===== src/rtl/sample_io_buffer_if.sv =====
// sample_io_buffer_if: input and output sample streams of sample_io_buffer.
interface sample_io_buffer_if #(parameter int DATA_W = 16);
  logic [DATA_W-1:0] s_in_data;
  logic              s_in_valid;
  logic              s_in_ready;
  logic [DATA_W-1:0] m_out_data;
  logic              m_out_valid;
  logic              m_out_ready;
  modport master(output s_in_data, s_in_valid, m_out_ready,
                 input s_in_ready, m_out_data, m_out_valid);
  modport slave(input s_in_data, s_in_valid, m_out_ready,
                output s_in_ready, m_out_data, m_out_valid);
endinterface


===== src/rtl/sample_io_buffer.sv =====
// sample_io_buffer: elastic input/output sample FIFOs between streams and the converter core.
// Define SIO_HOLD_LAST_EN to repeat the last delivered sample on underrun instead of 0.
module sample_io_buffer #(
  parameter int DATA_W    = 16,
  parameter int IN_DEPTH  = 8,
  parameter int OUT_DEPTH = 8
) (
  input  logic                       clk,
  input  logic                       rst,
  input  logic                       en,
  sample_io_buffer_if.slave          io,
  input  logic                       new_in,
  input  logic                       new_out,
  input  logic [DATA_W-1:0]          regf_rdata,
  output logic [DATA_W-1:0]          regf_wdata,
  output logic                       regf_we,
  output logic [$clog2(IN_DEPTH):0]  in_level,
  output logic [$clog2(OUT_DEPTH):0] out_level,
  output logic                       underrun,
  output logic                       overflow,
  input  logic                       clr_flags
);
  localparam int IA = $clog2(IN_DEPTH);
  localparam int OA = $clog2(OUT_DEPTH);
  localparam logic [IA:0] IN_FULL  = IN_DEPTH[IA:0];
  localparam logic [OA:0] OUT_FULL = OUT_DEPTH[OA:0];

  logic [DATA_W-1:0] in_mem  [IN_DEPTH];
  logic [DATA_W-1:0] out_mem [OUT_DEPTH];
  logic [IA-1:0] in_wp, in_rp;
  logic [OA-1:0] out_wp, out_rp;
  logic new_in_q, new_out_q, in_evt, out_evt, in_push, in_pop, out_push, out_pop;
  logic [DATA_W-1:0] fill;

  always_comb begin
    in_evt         = en & new_in & ~new_in_q;
    out_evt        = en & new_out & ~new_out_q;
    io.s_in_ready  = in_level != IN_FULL;
    io.m_out_valid = out_level != '0;
    io.m_out_data  = io.m_out_valid ? out_mem[out_rp] : '0;
    in_push        = io.s_in_valid & io.s_in_ready;
    in_pop         = in_evt & (in_level != '0);
    out_pop        = io.m_out_valid & io.m_out_ready;
    // a full FIFO still accepts when its head leaves in the same cycle
    out_push       = out_evt & ((out_level != OUT_FULL) | out_pop);
  end

`ifdef SIO_HOLD_LAST_EN
  logic [DATA_W-1:0] last_sample;
  always_ff @(posedge clk or negedge rst)
    if (!rst) last_sample <= '0;
    else if (in_pop) last_sample <= in_mem[in_rp];
  assign fill = last_sample;
`else
  assign fill = '0;
`endif

  always_ff @(posedge clk) begin
    if (in_push) in_mem[in_wp] <= io.s_in_data;
    if (out_push) out_mem[out_wp] <= regf_rdata;
  end

  always_ff @(posedge clk or negedge rst)
    if (!rst) begin
      new_in_q   <= 1'b0;
      new_out_q  <= 1'b0;
      in_wp      <= '0;
      in_rp      <= '0;
      out_wp     <= '0;
      out_rp     <= '0;
      in_level   <= '0;
      out_level  <= '0;
      regf_we    <= 1'b0;
      regf_wdata <= '0;
      underrun   <= 1'b0;
      overflow   <= 1'b0;
    end else begin
      if (en) begin
        new_in_q  <= new_in;
        new_out_q <= new_out;
      end
      if (in_push) in_wp <= in_wp + 1'b1;
      if (in_pop) in_rp <= in_rp + 1'b1;
      if (in_push != in_pop) in_level <= in_push ? in_level + 1'b1 : in_level - 1'b1;
      if (out_push) out_wp <= out_wp + 1'b1;
      if (out_pop) out_rp <= out_rp + 1'b1;
      if (out_push != out_pop) out_level <= out_push ? out_level + 1'b1 : out_level - 1'b1;
      regf_we <= in_evt;
      if (in_evt) regf_wdata <= in_pop ? in_mem[in_rp] : fill;
      underrun <= clr_flags ? 1'b0 : underrun | (in_evt & ~in_pop);
      overflow <= clr_flags ? 1'b0 : overflow | (out_evt & ~out_push);
    end
endmodule


===== src/flat_wrapper.sv =====
// flat-port wrapper written by rule: the top's interface ports become plain ports
module sample_io_buffer_flat 
#(
  parameter int DATA_W    = 16,
  parameter int IN_DEPTH  = 8,
  parameter int OUT_DEPTH = 8
)
  (clk, rst, en, new_in, new_out, regf_rdata, regf_wdata, regf_we, in_level, out_level, underrun, overflow, clr_flags, io_s_in_data, io_s_in_valid, io_m_out_ready, io_s_in_ready, io_m_out_data, io_m_out_valid);
  sample_io_buffer_if #(.DATA_W(DATA_W)) io_i ();
  input  logic clk;
  input  logic rst;
  input  logic en;
  input  logic new_in;
  input  logic new_out;
  input  logic [DATA_W-1:0] regf_rdata;
  output logic [DATA_W-1:0] regf_wdata;
  output logic regf_we;
  output logic [$clog2(IN_DEPTH):0] in_level;
  output logic [$clog2(OUT_DEPTH):0] out_level;
  output logic underrun;
  output logic overflow;
  input  logic clr_flags;
  input wire logic [$bits(io_i.s_in_data)-1:0] io_s_in_data;
  input wire logic [$bits(io_i.s_in_valid)-1:0] io_s_in_valid;
  input wire logic [$bits(io_i.m_out_ready)-1:0] io_m_out_ready;
  output wire logic [$bits(io_i.s_in_ready)-1:0] io_s_in_ready;
  output wire logic [$bits(io_i.m_out_data)-1:0] io_m_out_data;
  output wire logic [$bits(io_i.m_out_valid)-1:0] io_m_out_valid;
  assign io_i.s_in_data = io_s_in_data;
  assign io_i.s_in_valid = io_s_in_valid;
  assign io_i.m_out_ready = io_m_out_ready;
  assign io_s_in_ready = io_i.s_in_ready;
  assign io_m_out_data = io_i.m_out_data;
  assign io_m_out_valid = io_i.m_out_valid;
  sample_io_buffer #(.DATA_W(DATA_W), .IN_DEPTH(IN_DEPTH), .OUT_DEPTH(OUT_DEPTH)) u_core (.clk(clk), .rst(rst), .en(en), .io(io_i), .new_in(new_in), .new_out(new_out), .regf_rdata(regf_rdata), .regf_wdata(regf_wdata), .regf_we(regf_we), .in_level(in_level), .out_level(out_level), .underrun(underrun), .overflow(overflow), .clr_flags(clr_flags));
endmodule

===== config.mk =====
export PLATFORM = sky130hd
export DESIGN_NAME = sample_io_buffer_flat
export DESIGN_NICKNAME = d
export VERILOG_FILES = /design/src/rtl/sample_io_buffer_if.sv /design/src/rtl/sample_io_buffer.sv /design/src/flat_wrapper.sv
export SDC_FILE = /design/constraint.sdc
export NUM_CORES = 1
export LEC_CHECK = 0
export ABC_AREA = 1
export CORE_ASPECT_RATIO = 0.5
export CORE_MARGIN = 2
export CORE_UTILIZATION = 49
export DETAILED_ROUTE_END_ITERATION = 8
export PLACE_DENSITY = 0.77
export SETUP_SLACK_MARGIN = 0.5
export SYNTH_ARGS = -nofsm -noshare
export SYNTH_HDL_FRONTEND = slang
export SYNTH_SLANG_ARGS = --single-unit

===== constraint.sdc =====
create_clock -name clk -period 3.18 [get_ports clk]
set_clock_uncertainty 0.2 [all_clocks]
set_input_delay 0.318 -clock clk [delete_from_list [all_inputs] [get_ports clk]]
set_output_delay 0.318 -clock clk [all_outputs]
set_load 0.05 [all_outputs]

==> flow_summary_export.csv <==
group,metric,value,unit
placed_design,placed_area,0.01314,mm2
detailed_routing,drt-initial-drc-count,1016,
sta,slew_violations,0,
finish,antenna_cells,0,
global_route,antenna_found_initial,0,
outcome,status,"complete, no violations",
detailed_routing,wl,27.26,mm
finish,fillers,1838,
detailed_routing,wl_per_cell,19.12,um
worst_setup_path,ff2ff_path_depth,5,
finish,final_nets,1141,
detailed_routing,vias,7911,
synth,synth-seq-cells,297,
floorplan,row_count,40,
worst_setup_path,crit_family,"buffers and inverters",
floorplan,initial_core_util,49.89,%
synth,synth_warnings,0,
global_route,grt_overflow,0,
clock_network,cts_sinks,297,
global_route,grt_usage,21.09,%
synth,synth.area.top_cells,"edfxtp_1 64%, dfrtp_1 8.6%, nor2_1 8.3%",
synth,synth.cell_area,0.01199,mm2
hold_path,min_path_cells,2,
finish,finalInstanceArea,0.01419,mm2
synth,ys_types,32,
sta,relSlewSlack,33.65,%
placed_design,gp_congestion,0.7825,
sta,setup_violations,0,
detailed_routing,drc_errors,0,
worst_setup_path,crit_required,2660,ps
finish,fin_util,59.07,%
global_route,grt_pass1_wl,42.08,mm
synth,syn_inst,996,
worst_setup_path,cp_slowest_cell,"dfrtp_2",
worst_setup_path,reg2reg_to,"u_core.in_mem[6][4]",
synth,yosys.area.top_type,"edfxtp_1",
hold_path,hold_end,"u_core.underrun",
sta,timing.setup.tns,0,ps
global_route,grt_pass1_vias,7938,
pwr,vdd_ir_drop_max,0.0004319,V
detailed_routing,dr.pass1.iters,5,
worst_setup_path,worstSetupPathType,"flip-flop to primary output",
floorplan,die_h,114.6,um
worst_setup_path,crit_path_start_kind,"flip-flop",
placed_design,place_hpwl,16.17,mm
sta,worst_pin_slew,995.3,ps
clock_network,cts_buffers,26,
synth,seq_area_frac_synth,72.70,%
worst_setup_path,max_stage_delay,490,ps
hold_path,hp-class,"primary input to flip-flop",
worst_setup_path,cp_num_buf_inv,3,
synth,syn-num-nets,1046,
sta,hold_violations,0,
clock_network,path_clk_slew,70,ps
floorplan,pin_count,85,
finish,final_layout_size_suffix_gt1_share,10.80,%
floorplan,fp.dieArea,0.02580,mm2
pwr,p_per_area,1009,mW/mm2
synth,async_reset_ff_share,13.80,%
worst_setup_path,r2r_setup_slack,890,ps
clock_network,clk_path_buf_depth,3,
synth,syn_avg_cell_area,12.03,um2
floorplan,core_area,0.02402,mm2
clock_network,clk_latency,540,ps
synth,yosysMostFrequentCell,"nor2_1",
synth,synth_ff_type,"edfxtp_1",
synth,synth-edff-count,256,
worst_setup_path,endpoint_kind,"primary output",
finish,area_growth,18.39,%
pwr,power_leakage,5.144,nW
synth,yosysTopAreaCellShare,64.14,%
worst_setup_path,cp_max_fo,29,
clock_network,cts_tree,"built",
sta,fmax,379.6,MHz
synth,ys_top_cells_by_count,"264 x nor2_1, 256 x edfxtp_1, 120 x o21ai_0",
detailed_routing,ant_nets,0,
sta,post-route-min-period,2634,ps
detailed_routing,vias_per_cell,5.548,
sta,rsz0062_at_grt,"yes",
hold_path,holdCritStartpoint,"clr_flags",
sta,fin_crit_sh,82.84,%
worst_setup_path,r2r_start,"u_core.in_level[1]",
placed_design,io_buffers,84,
worst_setup_path,arrival,2120,ps
clock_network,cts_root_buf,"clkbuf_16",
global_route,grt_max_degree,66,
worst_setup_path,path_cells,"clkinv_8 > buf_6 > o21ai_0 > o211ai_1 > nand2_1 > nor2_1 > buf_4",
clock_network,cts_max_level,1,
floorplan,fp.dieW,225.2,um
flow_run,drv_cap,0,
-- worst reg2reg max path, stage by stage (launching register included) --
cell	delay (ps)
dfrtp_1	440
nor2_1	120
nand2_2	110
nand2_2	120
or2_2	420
nor2_4	510
-- cell type report --
class / instances / area (um2) / area share [%]
multi-input cells: 623 / 2932 / 20.66
inverters: 23 / 102.6 / 0.7230
flip-flops and latches: 297 / 8720 / 61.45
clock inverters: 14 / 176.4 / 1.243
well taps: 315 / 394.1 / 2.778
repair inverters: 1 / 7.507 / 0.05291
clock buffers: 34 / 721.9 / 5.088
repair buffers: 119 / 1136 / 8.006
-- how the worst max path moves through the flow --
stage | cells after the start | to | start
after global routing | 8 | io_m_out_data[0] | u_core.out_rp[0]
final | 7 | io_m_out_data[1] | u_core.out_rp[0]
after global placement | 7 | u_core.out_mem[6][7] | en
after floorplan | 6 | u_core.in_mem[1][0] | u_core.in_level[0]
after detailed placement | 7 | u_core.out_mem[6][7] | en
after CTS | 7 | io_m_out_data[15] | u_core.out_rp[0]
-- what timing repair did --
| item | in CTS | in global routing |
|---|---|---|
| gates resized for setup | 13 | 12 |
| endpoints found under the hold margin | 41 | 0 |
| hold buffers | 1 | 0 |
| buffers inserted | 0 | 4 |
| gates cloned | 0 | 2 |
| setup endpoints to repair | 17 | 17 |
-- routing by layer --
metal / track usage, % / vias to the layer above / routed length [um] / share of wire [%]
met3: 4.183 / 54 / 1635 / 6.0
li1: - / 3670 / - / -
met4: 6.534 / 0 / 665 / 2.4
met5: 0 / - / 0 / 0
met1: 26.58 / 3925 / 11250 / 41
met2: 37.22 / 262 / 13700 / 50
-- sequential cells by signal (all words and copies together), names as in the netlist --
register,flops
u_core.regf_we,1
u_core.out_wp,3
u_core.new_out_q,1
u_core.out_rp,3
u_core.out_level,4
u_core.underrun,1
u_core.in_level,4
u_core.in_mem,128
u_core.new_in_q,1
u_core.in_wp,3
u_core.out_mem,128
u_core.overflow,1
u_core.in_rp,3
u_core.regf_wdata,16
-- power breakdown --
group	leakage, nW	total (mW)	internal (mW)	switching [mW]
Clock	0.437	3.34	1.93	1.41
Sequential	2.82	5.15	4.81	0.346
Combinational	1.89	5.83	1.81	4.01
Total	5.14	14.3	8.55	5.76
-- cells in the final DEF (no fill, tap or decap), types with 6 or more instances in the layout --
master	Yosys	routed
nand3_1	57	57
nor2_4	2	6
ha_1	8	8
o21ai_0	120	119
edfxtp_1	256	256
xor2_1	7	7
clkdlybuf4s50_1	0	65
clkbuf_16	0	28
nand2_2	5	7
o22ai_1	16	16
inv_1	19	18
o211ai_1	16	16
nor2_1	264	260
dfrtp_1	41	38
nand2_1	99	97
buf_4	12	42
o21ai_1	14	15
-- per-stage QoR --
step	power [mW]	hold WS, ps	setup WS, ps	cells
3_3_place_gp	10.62	268.7	723.9	1371
4_1_cts	14.19	129.7	466.1	1420
3_5_place_dp	10.78	269.4	672.6	1371
2_1_floorplan	9.171	-177.6	398.5	996
6_report	14.31	148.5	545.6	1426
5_1_grt	15.06	153.9	460.8	1426
-- cell families after synthesis --
group                      Yosys count  synth area share (%)
buffers and inverters               76                 3.174
adders and majority gates           10                 1.169
AOI/OAI and AO/OA                  170                 7.684
xor gates and xnor gates             9                0.6577
and+or+nand+nor                    434                 14.62
DFF                                297                 72.70
No activity file was read; power rests on OpenSTA's default activity.
